--- config.mk ---
export PLATFORM = sky130hd
export DESIGN_NAME = start_ctrl
export DESIGN_NICKNAME = d
export VERILOG_FILES = /design/src/rtl/start_ctrl.sv
export SDC_FILE = /design/constraint.sdc
export NUM_CORES = 1
export LEC_CHECK = 0
export ABC_AREA = 1
export BUFFER_PORTS_ARGS = -buffer_cell sky130_fd_sc_hd__buf_2
export CORE_AREA = 2 2 82 84
export CTS_CLUSTER_SIZE = 25
export DETAILED_ROUTE_END_ITERATION = 8
export DIE_AREA = 0 0 84 86
export PLACE_DENSITY = 0.51
export SLEW_MARGIN = 20
export SYNTH_ARGS = -nofsm -noshare
export SYNTH_HDL_FRONTEND = slang
export SYNTH_SLANG_ARGS = --single-unit
--- constraint.sdc ---
create_clock -name CLK_DRV -period 3.85 [get_ports CLK_DRV]
set_clock_uncertainty 0.1 [all_clocks]
set_input_delay 0.1925 -clock CLK_DRV [delete_from_list [all_inputs] [get_ports CLK_DRV]]
set_output_delay 0.1925 -clock CLK_DRV [all_outputs]
set_load 0.1 [all_outputs]
--- src/rtl/start_ctrl.sv ---
// rtl/start_ctrl.sv - game-start controller: start switch debounce, credit debit strobes, attract/play state
module start_ctrl #(
  parameter int DEBOUNCE  = 16,
  parameter int PULSE_W   = 4,
  parameter int OVER_HOLD = 1024
) (
  input  logic CLK_DRV,
  input  logic RESET_N,
  input  logic START1,
  input  logic START2,
  input  logic _1_OR_2_CREDIT,
  input  logic _2_CREDIT,
  input  logic _8V,
  input  logic GAME_OVER,
  output logic _1_CR_START_N,
  output logic _2_CR_START,
  output logic ATTRACT,
  output logic ATTRACT_N,
  output logic PLAYING,
  output logic PLAYERS2
);

  localparam int DW = $clog2(DEBOUNCE + 1);
  localparam int PW = $clog2(PULSE_W + 1);
  localparam int HW = $clog2(OVER_HOLD + 1);
  localparam logic [DW-1:0] DEB_LAST   = DW'(DEBOUNCE - 1);
  localparam logic [PW-1:0] PULSE_LAST = PW'(PULSE_W - 1);
  localparam logic [HW-1:0] HOLD_LAST  = HW'(OVER_HOLD - 1);

  typedef enum logic [2:0] {IDLE, DEB1, DEB2, PLAY, OVER} state_t;

  state_t        state;
  state_t        state_nxt;
  logic [1:0]    sw_raw;
  logic [1:0]    sw_s1;
  logic [1:0]    sw_s2;
  logic [1:0]    sw_filt;
  logic [1:0]    sw_filt_d;
  logic [DW-1:0] deb_cnt [2];
  logic          start1_ev;
  logic          start2_ev;
  logic          v8_d;
  logic          v8_fall;
  logic          fall_seen;
  logic [PW-1:0] pulse_cnt;
  logic [HW-1:0] hold_cnt;

  assign sw_raw = {START2, START1};

  // Bit 0 is START1, bit 1 is START2; the filtered level only moves after DEBOUNCE stable cycles.
  always_ff @(posedge CLK_DRV or negedge RESET_N) begin
    if (!RESET_N) begin
      sw_s1     <= '0;
      sw_s2     <= '0;
      sw_filt   <= '0;
      sw_filt_d <= '0;
      for (int i = 0; i < 2; i++) deb_cnt[i] <= '0;
    end else begin
      sw_s1     <= sw_raw;
      sw_s2     <= sw_s1;
      sw_filt_d <= sw_filt;
      for (int i = 0; i < 2; i++) begin
        if (sw_s2[i] == sw_filt[i]) begin
          deb_cnt[i] <= '0;
        end else if (deb_cnt[i] == DEB_LAST) begin
          sw_filt[i] <= sw_s2[i];
          deb_cnt[i] <= '0;
        end else begin
          deb_cnt[i] <= deb_cnt[i] + 1'b1;
        end
      end
    end
  end

  assign start1_ev = sw_filt[0] & ~sw_filt_d[0];
  assign start2_ev = sw_filt[1] & ~sw_filt_d[1];
  assign v8_fall   = v8_d & ~_8V;

  always_comb begin
    state_nxt = state;
    case (state)
      IDLE: begin
        if (start2_ev && _2_CREDIT)
          state_nxt = DEB2;
        else if (start1_ev && _1_OR_2_CREDIT)
          state_nxt = DEB1;
      end
      DEB1: if (pulse_cnt == PULSE_LAST) state_nxt = PLAY;
      DEB2: if (v8_fall && fall_seen) state_nxt = PLAY;
      PLAY: if (GAME_OVER) state_nxt = OVER;
      OVER: if (hold_cnt == HOLD_LAST) state_nxt = IDLE;
      default: state_nxt = IDLE;
    endcase
  end

  // Outputs are registered from the next state so they change on the same edge as the state.
  always_ff @(posedge CLK_DRV or negedge RESET_N) begin
    if (!RESET_N) begin
      state         <= IDLE;
      pulse_cnt     <= '0;
      hold_cnt      <= '0;
      fall_seen     <= 1'b0;
      v8_d          <= 1'b0;
      _1_CR_START_N <= 1'b1;
      _2_CR_START   <= 1'b0;
      ATTRACT       <= 1'b1;
      ATTRACT_N     <= 1'b0;
      PLAYING       <= 1'b0;
      PLAYERS2      <= 1'b0;
    end else begin
      state         <= state_nxt;
      v8_d          <= _8V;
      pulse_cnt     <= (state == DEB1) ? pulse_cnt + 1'b1 : '0;
      hold_cnt      <= (state == OVER) ? hold_cnt + 1'b1 : '0;
      fall_seen     <= (state == DEB2) && (fall_seen || v8_fall);
      _1_CR_START_N <= (state_nxt != DEB1);
      _2_CR_START   <= (state_nxt == DEB2);
      ATTRACT       <= (state_nxt == IDLE) || (state_nxt == OVER);
      ATTRACT_N     <= !((state_nxt == IDLE) || (state_nxt == OVER));
      PLAYING       <= (state_nxt == PLAY);
      if (state == IDLE && state_nxt == DEB2)
        PLAYERS2 <= 1'b1;
      else if (state == IDLE && state_nxt == DEB1)
        PLAYERS2 <= 1'b0;
    end
  end

endmodule

Word level (Yosys, flattened, before mapping)
Cells that the tools add are included.
{"block": "classes", "n_addsub": 4, "multipliers": 0, "div": 0, "n_lt_le_gt_ge": 0, "n_eq_ne": 15, "shifts": 0, "n_mux": 15, "n_bitwise": 8, "reduce_logical": 14}
{"cell": "two-way mux 3 bit", "n": 7}
{"cell": "two-way mux 5 bit", "n": 4}
{"cell": "== test 3 x 2 -> 1 bit (second input constant)", "n": 5}
{"cell": "one-hot mux 3 bit (5 select lines)", "n": 1}
{"cell": "adder 11 x 1 -> 11 bit (second input constant)", "n": 1}
{"cell": "== test 11 x 10 -> 1 bit (second input constant)", "n": 1}
{"cell": "two-way mux 11 bit", "n": 1}
{"cell": "adder 5 x 1 -> 5 bit (second input constant)", "n": 2}
{"cell": "== test 5 x 4 -> 1 bit (second input constant)", "n": 2}
{"cell": "== test 3 x 1 -> 1 bit (second input constant)", "n": 2}
{"cell": "== test 3 bit (second input constant)", "n": 2}
{"cell": "logical AND 1 bit", "n": 6}
{"cell": "zero test 3 bit", "n": 2}
{"cell": "inverter 1 bit", "n": 5}
{"cell": "AND reduction 2 bit", "n": 2}
{"cell": "adder 3 x 1 -> 3 bit (second input constant)", "n": 1}
{"cell": "bitwise AND 1 bit", "n": 3}
{"cell": "inequality test 3 x 1 -> 1 bit (second input constant)", "n": 1}
{"cell": "== test 1 bit", "n": 2}
{"cell": "logical OR 1 bit", "n": 2}
{"cell": "two-way mux 1 bit", "n": 2}
{"cell": "nonzero test 2 bit", "n": 1}
{"cell": "zero test 1 bit", "n": 1}
{"block": "totals", "ff_bits": 43, "latchBits": 0, "ram_bits": 0, "mem_bits_ro": 0, "output_inout_bits": 6, "n_memories": 0}

Longest topological paths before layout
{"block": "depth", "word_depth": 10, "depth_mapped": 8, "ltp_nobuf": 8}

Least setup slack after synthesis
No wires, ideal clock.
{"block": "synth_path", "path_type": "reg-to-reg", "start": "reg pulse_cnt[0]", "end": "reg ATTRACT_N", "setup_ps": 122, "t_arrival_ps": 1087, "slack_ps": 2541, "stages_incl_launch_ff": 7, "path_buffers": 0, "period_less_slack_ps": 1309, "path_cell_list": "dfrtp_1 > ha_1 > ha_1 > nand3_1 > nand3_1 > nor2_1 > nand2_1"}
{"block": "synth_between", "elab_chain_len": 6, "elab_cells_between_ends": 7, "cone_classes": "eq/ne: 2; mux: 2; reduce/logical: 3"}
{"element": "start: declaration", "line": "45", "rtl": "logic [PW-1:0] pulse_cnt;"}
{"element": "start signal: assignment", "line": "113", "rtl": "pulse_cnt <= (state == DEB1) ? pulse_cnt + 1'b1 : '0;"}
{"element": "== test 3 x 2 -> 1 bit *", "line": "88", "rtl": "DEB1: if (pulse_cnt == PULSE_LAST) state_nxt = PLAY;"}
{"element": "two-way mux 3 bit *", "line": "88"}
{"element": "one-hot mux 3 bit (5 select lines) *", "line": "81", "rtl": "case (state)"}
{"element": "== test 3 bit or zero test 3 bit (tied branches)", "line": "119", "rtl": "ATTRACT_N <= !((state_nxt == IDLE) || (state_nxt == OVER));"}
{"element": "logical OR 1 bit *", "line": "119"}
{"element": "zero test 1 bit *", "line": "119"}
{"element": "end signal: assignment", "line": "119"}
{"element": "end: declaration", "line": "18", "rtl": "output logic ATTRACT_N,"}
Every way passes the cells marked *; elsewhere a longest branch is shown, timed or not.
A chain may end at the register's enable or synchronous reset.

Final worst setup path
{"block": "layout_path", "start": "reg _1_CR_START_N", "end": "out _1_CR_START_N"}
{"element": "start: declaration", "line": "15", "rtl": "output logic _1_CR_START_N,"}
{"element": "start signal: assignment", "line": "116", "rtl": "_1_CR_START_N <= (state_nxt != DEB1);"}
No word-level cell between the ends.

==> flow_results.org <==
** STA
- In the final timing run, aggregate negative setup slack is 0 ps.
- Final critical-path share of the clock period :: 0.396
- Setup violations remaining at the end of the flow were counted as 0.
- Transition time at the pin with the least slew margin :: just under 500 ps
- Setup repair after global routing left no endpoint under its margin.
- The clock period could shrink to around 1500 ps.
- The count of final max-slew check failures came to 0.
- Static timing analysis puts the maximum clock frequency at 655 MHz.
- The number of hold violations in the final report is 0.
- Measured against its own limit, the worst slew margin works out to 0.675.

** GRT
- For this run the aggregate overflow at the end of global routing stands at 0.
- The first global-routing pass estimated around 5.3 mm of wire.
- The number of global-route vias before repair is around 1200.
- Initial antenna violation count :: 0
- Maximum number of pins on one net before global-route repair :: 44
- For this run, the total global-route usage over all layers was measured as 0.0927.

** Power
- Across the VDD grid, the largest voltage drop is approximately 0.00018 V.
- Dividing total power by cell area gives a power density of just under 400 nW/um^2.
- Summed over all cells, the static leakage comes to approximately 0.0011 uW.

** Die
- Die footprint :: approximately 7200 sq um
- Core region area :: between 6000 and 7000 sq um
- Die Span X :: 84 um
- 14 I/O pins were placed.
- Total number of placement rows :: 29
- The floorplan step set the die height to between 80 and 90 um.
- The initial utilization of the core area, before any placement, comes to 0.284.

** Detailed routing
- Drt first-iter violations :: 49
- Total number of vias :: roughly 1200
- Detailed Routing Iterations Pass 1 :: 4
- Total wire length after detailed routing :: 2.85 mm
- Using the TritonRoute via totals, the vias-per-cell ratio works out to about 4.2.
- The count of nets left with antenna violations once routing finished came out at 0.
- After detailed routing, the average wire length per cell comes to just under 10 um.
- After detailed routing, the number of remaining DRC violations is 0.

** Logic synthesis
- For this run, the register share of the synthesized area comes to 0.605.
- Post-synth cell types :: 21
- Post-synthesis net count :: around 210
- sky130_fd_sc_hd__dfrtp_1 takes more of the synthesized area than any other cell.
- Most frequent cell after synthesis :: sky130_fd_sc_hd__dfrtp_1
- After synthesis the cells add up to 1780 sq um.
- For this run, the leading register cell type out of synthesis is sky130_fd_sc_hd__dfrtp_1.
- Number of synthesized flops with an enable pin :: 0
- Share of flip-flops with an asynchronous set or reset after synthesis :: 1.00
- Post-synthesis instance total :: 193
- Number of warnings reported in the yosys synthesis log :: 0
- Ranked by total cell area, the synthesized netlist is headed by sky130_fd_sc_hd__dfrtp_1 58%, sky130_fd_sc_hd__nand2_1 8.0%, sky130_fd_sc_hd__nor2_1 7.2%.
- A synthesized cell averages slightly above 9 sq um.
- Ranked by instance count, the synthesized netlist is headed by 41 x sky130_fd_sc_hd__dfrtp_1, 38 x sky130_fd_sc_hd__nand2_1, 34 x sky130_fd_sc_hd__nor2_1.
- Area share of the largest cell type after synthesis :: 0.575
- Number of flip-flops and latches in the synthesized netlist :: between 40 and 50

** Critical path
- Endpoint required time on the critical path :: around 3600 ps
- The number of buffers and inverters on the critical path is 1.
- The critical path is of the reg2out type.
- Cell type of the slowest stage on the worst timing path :: sky130_fd_sc_hd__dfstp_2
- The signal on the critical path passes through buf_2.
- Data on the critical path arrives at its endpoint at about 1200 ps.
- Max Fanout on Critical Path :: 1
- Critical Path Start Type :: register
- Among cell families on the critical path, the largest total delay comes from flip-flops.
- STA classifies the critical path endpoint as a primary output.
- Flop-to-flop setup slack :: 2410 ps
- The largest single stage delay on the critical path is about 520 ps.

** Clock tree
- No sink is reached through more buffers than the 2 on the longest clock path.
- CTS placed an instance of sky130_fd_sc_hd__clkbuf_8 at the clock tree root.
- At the later pin of the worst-skew pair, clock insertion delay measures roughly 290 ps.
- The H-tree was split into 2 levels.
- CTS buffer count :: 5
- CTS sink cnt :: 43
- TritonCTS built the clock tree.
- CTS clock-pin slew for the worst setup and hold paths :: 80 ps
- Post-cts gate resize count :: 0

** Run status
- Result of the run :: completed

** Final layout
- From synthesis to final layout, the design area changed by 18.0%.
- The repair_antennas step left the layout with diodes totalling 0.
- Measured on the finished design, the core utilization comes to 0.335.
- Layout net count :: approximately 230
- The layout has ~650 filler cells.
- Of the cells placed in the final design, the portion with a size suffix greater than 1 is 0.128.

** Place
- In this run the tool buffered the top-level ports with 13 buffer cells.
- Routability-driven placement finished with a final weighted congestion of ~0.74.
- After legalization and detailed placement, the total HPWL measured 2.04 mm.

** Worst hold path
- Class of the tightest hold or removal check :: in2reg

** Job
- The tool flagged a number of max-cap violations equal to 0.
## where the power goes
group / internal [uW] / total, uW / switching, uW
Sequential: 461 / 466 / 5.24
Clock: 164 / 309 / 146
Combinational: 14.1 / 40.3 / 26.2
## final cells by class
type,instances,area (sq um),share of cell area
timing repair buffer,18,125,0.0595
sequential,43,1080,0.512
inverter,26,97.6,0.0464
multi-input combinational,124,607,0.288
clock buffer,8,100,0.0476
tap,77,96.3,0.0458
## tightest hold or removal path, stage by stage
cell	delay, ps
sky130_fd_sc_hd__buf_2	100
sky130_fd_sc_hd__nand2_1	50
sky130_fd_sc_hd__nand2_1	50
## stage by stage
| step | cell area (sq um) | power (uW) | hold WS (ps) | setup WS (ps) | instances |
|---|---|---|---|---|---|
| after floorplan | 1780 | 494 | -203 | 2540 | 193 |
| after global placement | 1940 | 511 | 202 | 2440 | 283 |
| after detailed placement | 1940 | 511 | 202 | 2420 | 283 |
| after CTS | 2080 | 831 | 24.3 | 2310 | 295 |
| after global routing | 2100 | 860 | 49.6 | 2290 | 296 |
| final | 2100 | 816 | 37.6 | 2320 | 296 |
## what timing repair did
item | in CTS | in global routing
setup endpoints to repair | 0 | 0
hold buffers | 4 | 0
buffers inserted | 0 | 0
hold endpoints to repair | 44 | 0
## cell usage in the layout (no fill, tap or decap), types with 2 or more instances in the layout
| cell | count |
|---|---|
| sky130_fd_sc_hd__a21oi_1 | 8 |
| sky130_fd_sc_hd__buf_2 | 13 |
| sky130_fd_sc_hd__clkbuf_8 | 7 |
| sky130_fd_sc_hd__dfrtp_1 | 41 |
| sky130_fd_sc_hd__dfstp_2 | 2 |
| sky130_fd_sc_hd__dlygate4sd3_1 | 4 |
| sky130_fd_sc_hd__ha_1 | 5 |
| sky130_fd_sc_hd__inv_1 | 26 |
| sky130_fd_sc_hd__nand2_1 | 38 |
| sky130_fd_sc_hd__nand3_1 | 13 |
| sky130_fd_sc_hd__nand3_2 | 2 |
| sky130_fd_sc_hd__nor2_1 | 34 |
| sky130_fd_sc_hd__nor2_2 | 2 |
| sky130_fd_sc_hd__nor3_1 | 4 |
| sky130_fd_sc_hd__o21ai_0 | 7 |
| sky130_fd_sc_hd__xnor2_1 | 2 |
| sky130_fd_sc_hd__xor2_1 | 2 |
## worst paths after layout
check	start	endpoint	cells past startpoint
min in group asynchronous	RESET_N	state[0]	2
max in group asynchronous	RESET_N	hold_cnt[5]	3
max	_1_CR_START_N	_1_CR_START_N	1
min	GAME_OVER	state[2]	3
max reg2reg	pulse_cnt[0]	ATTRACT_N	6
min reg2reg	sw_s1[0]	sw_s2[0]	0
## logic make-up (layout without fill, tap and decap cells)
kind of cell / Yosys count / in the layout / share of synthesized area
fa+ha+maj: 5 / 5 / 0.0351
compound gates: 16 / 16 / 0.0456
simple gates: 99 / 99 / 0.240
flops: 43 / 43 / 0.605
buf+inv: 26 / 52 / 0.0547
xor+xnor: 4 / 4 / 0.0197
## sequential cells by signal, indices dropped and copies added, names as in the netlist, 2 cells and up
name / cells
hold_cnt: 11
deb_cnt: 10
pulse_cnt: 3
state: 3
sw_filt: 2
sw_filt_d: 2
sw_s1: 2
sw_s2: 2
## layer usage
| metal | track usage | vias up | wire [um] |
|---|---|---|---|
| met5 | 0 | - | 0 |
| met4 | 0.0484 | 0 | 63 |
| met3 | 0.0260 | 4 | 76 |
| met2 | 0.151 | 15 | 1250 |
| met1 | 0.113 | 565 | 1470 |
| li1 | - | 658 | - |
(Power assumes the default switching activity.)
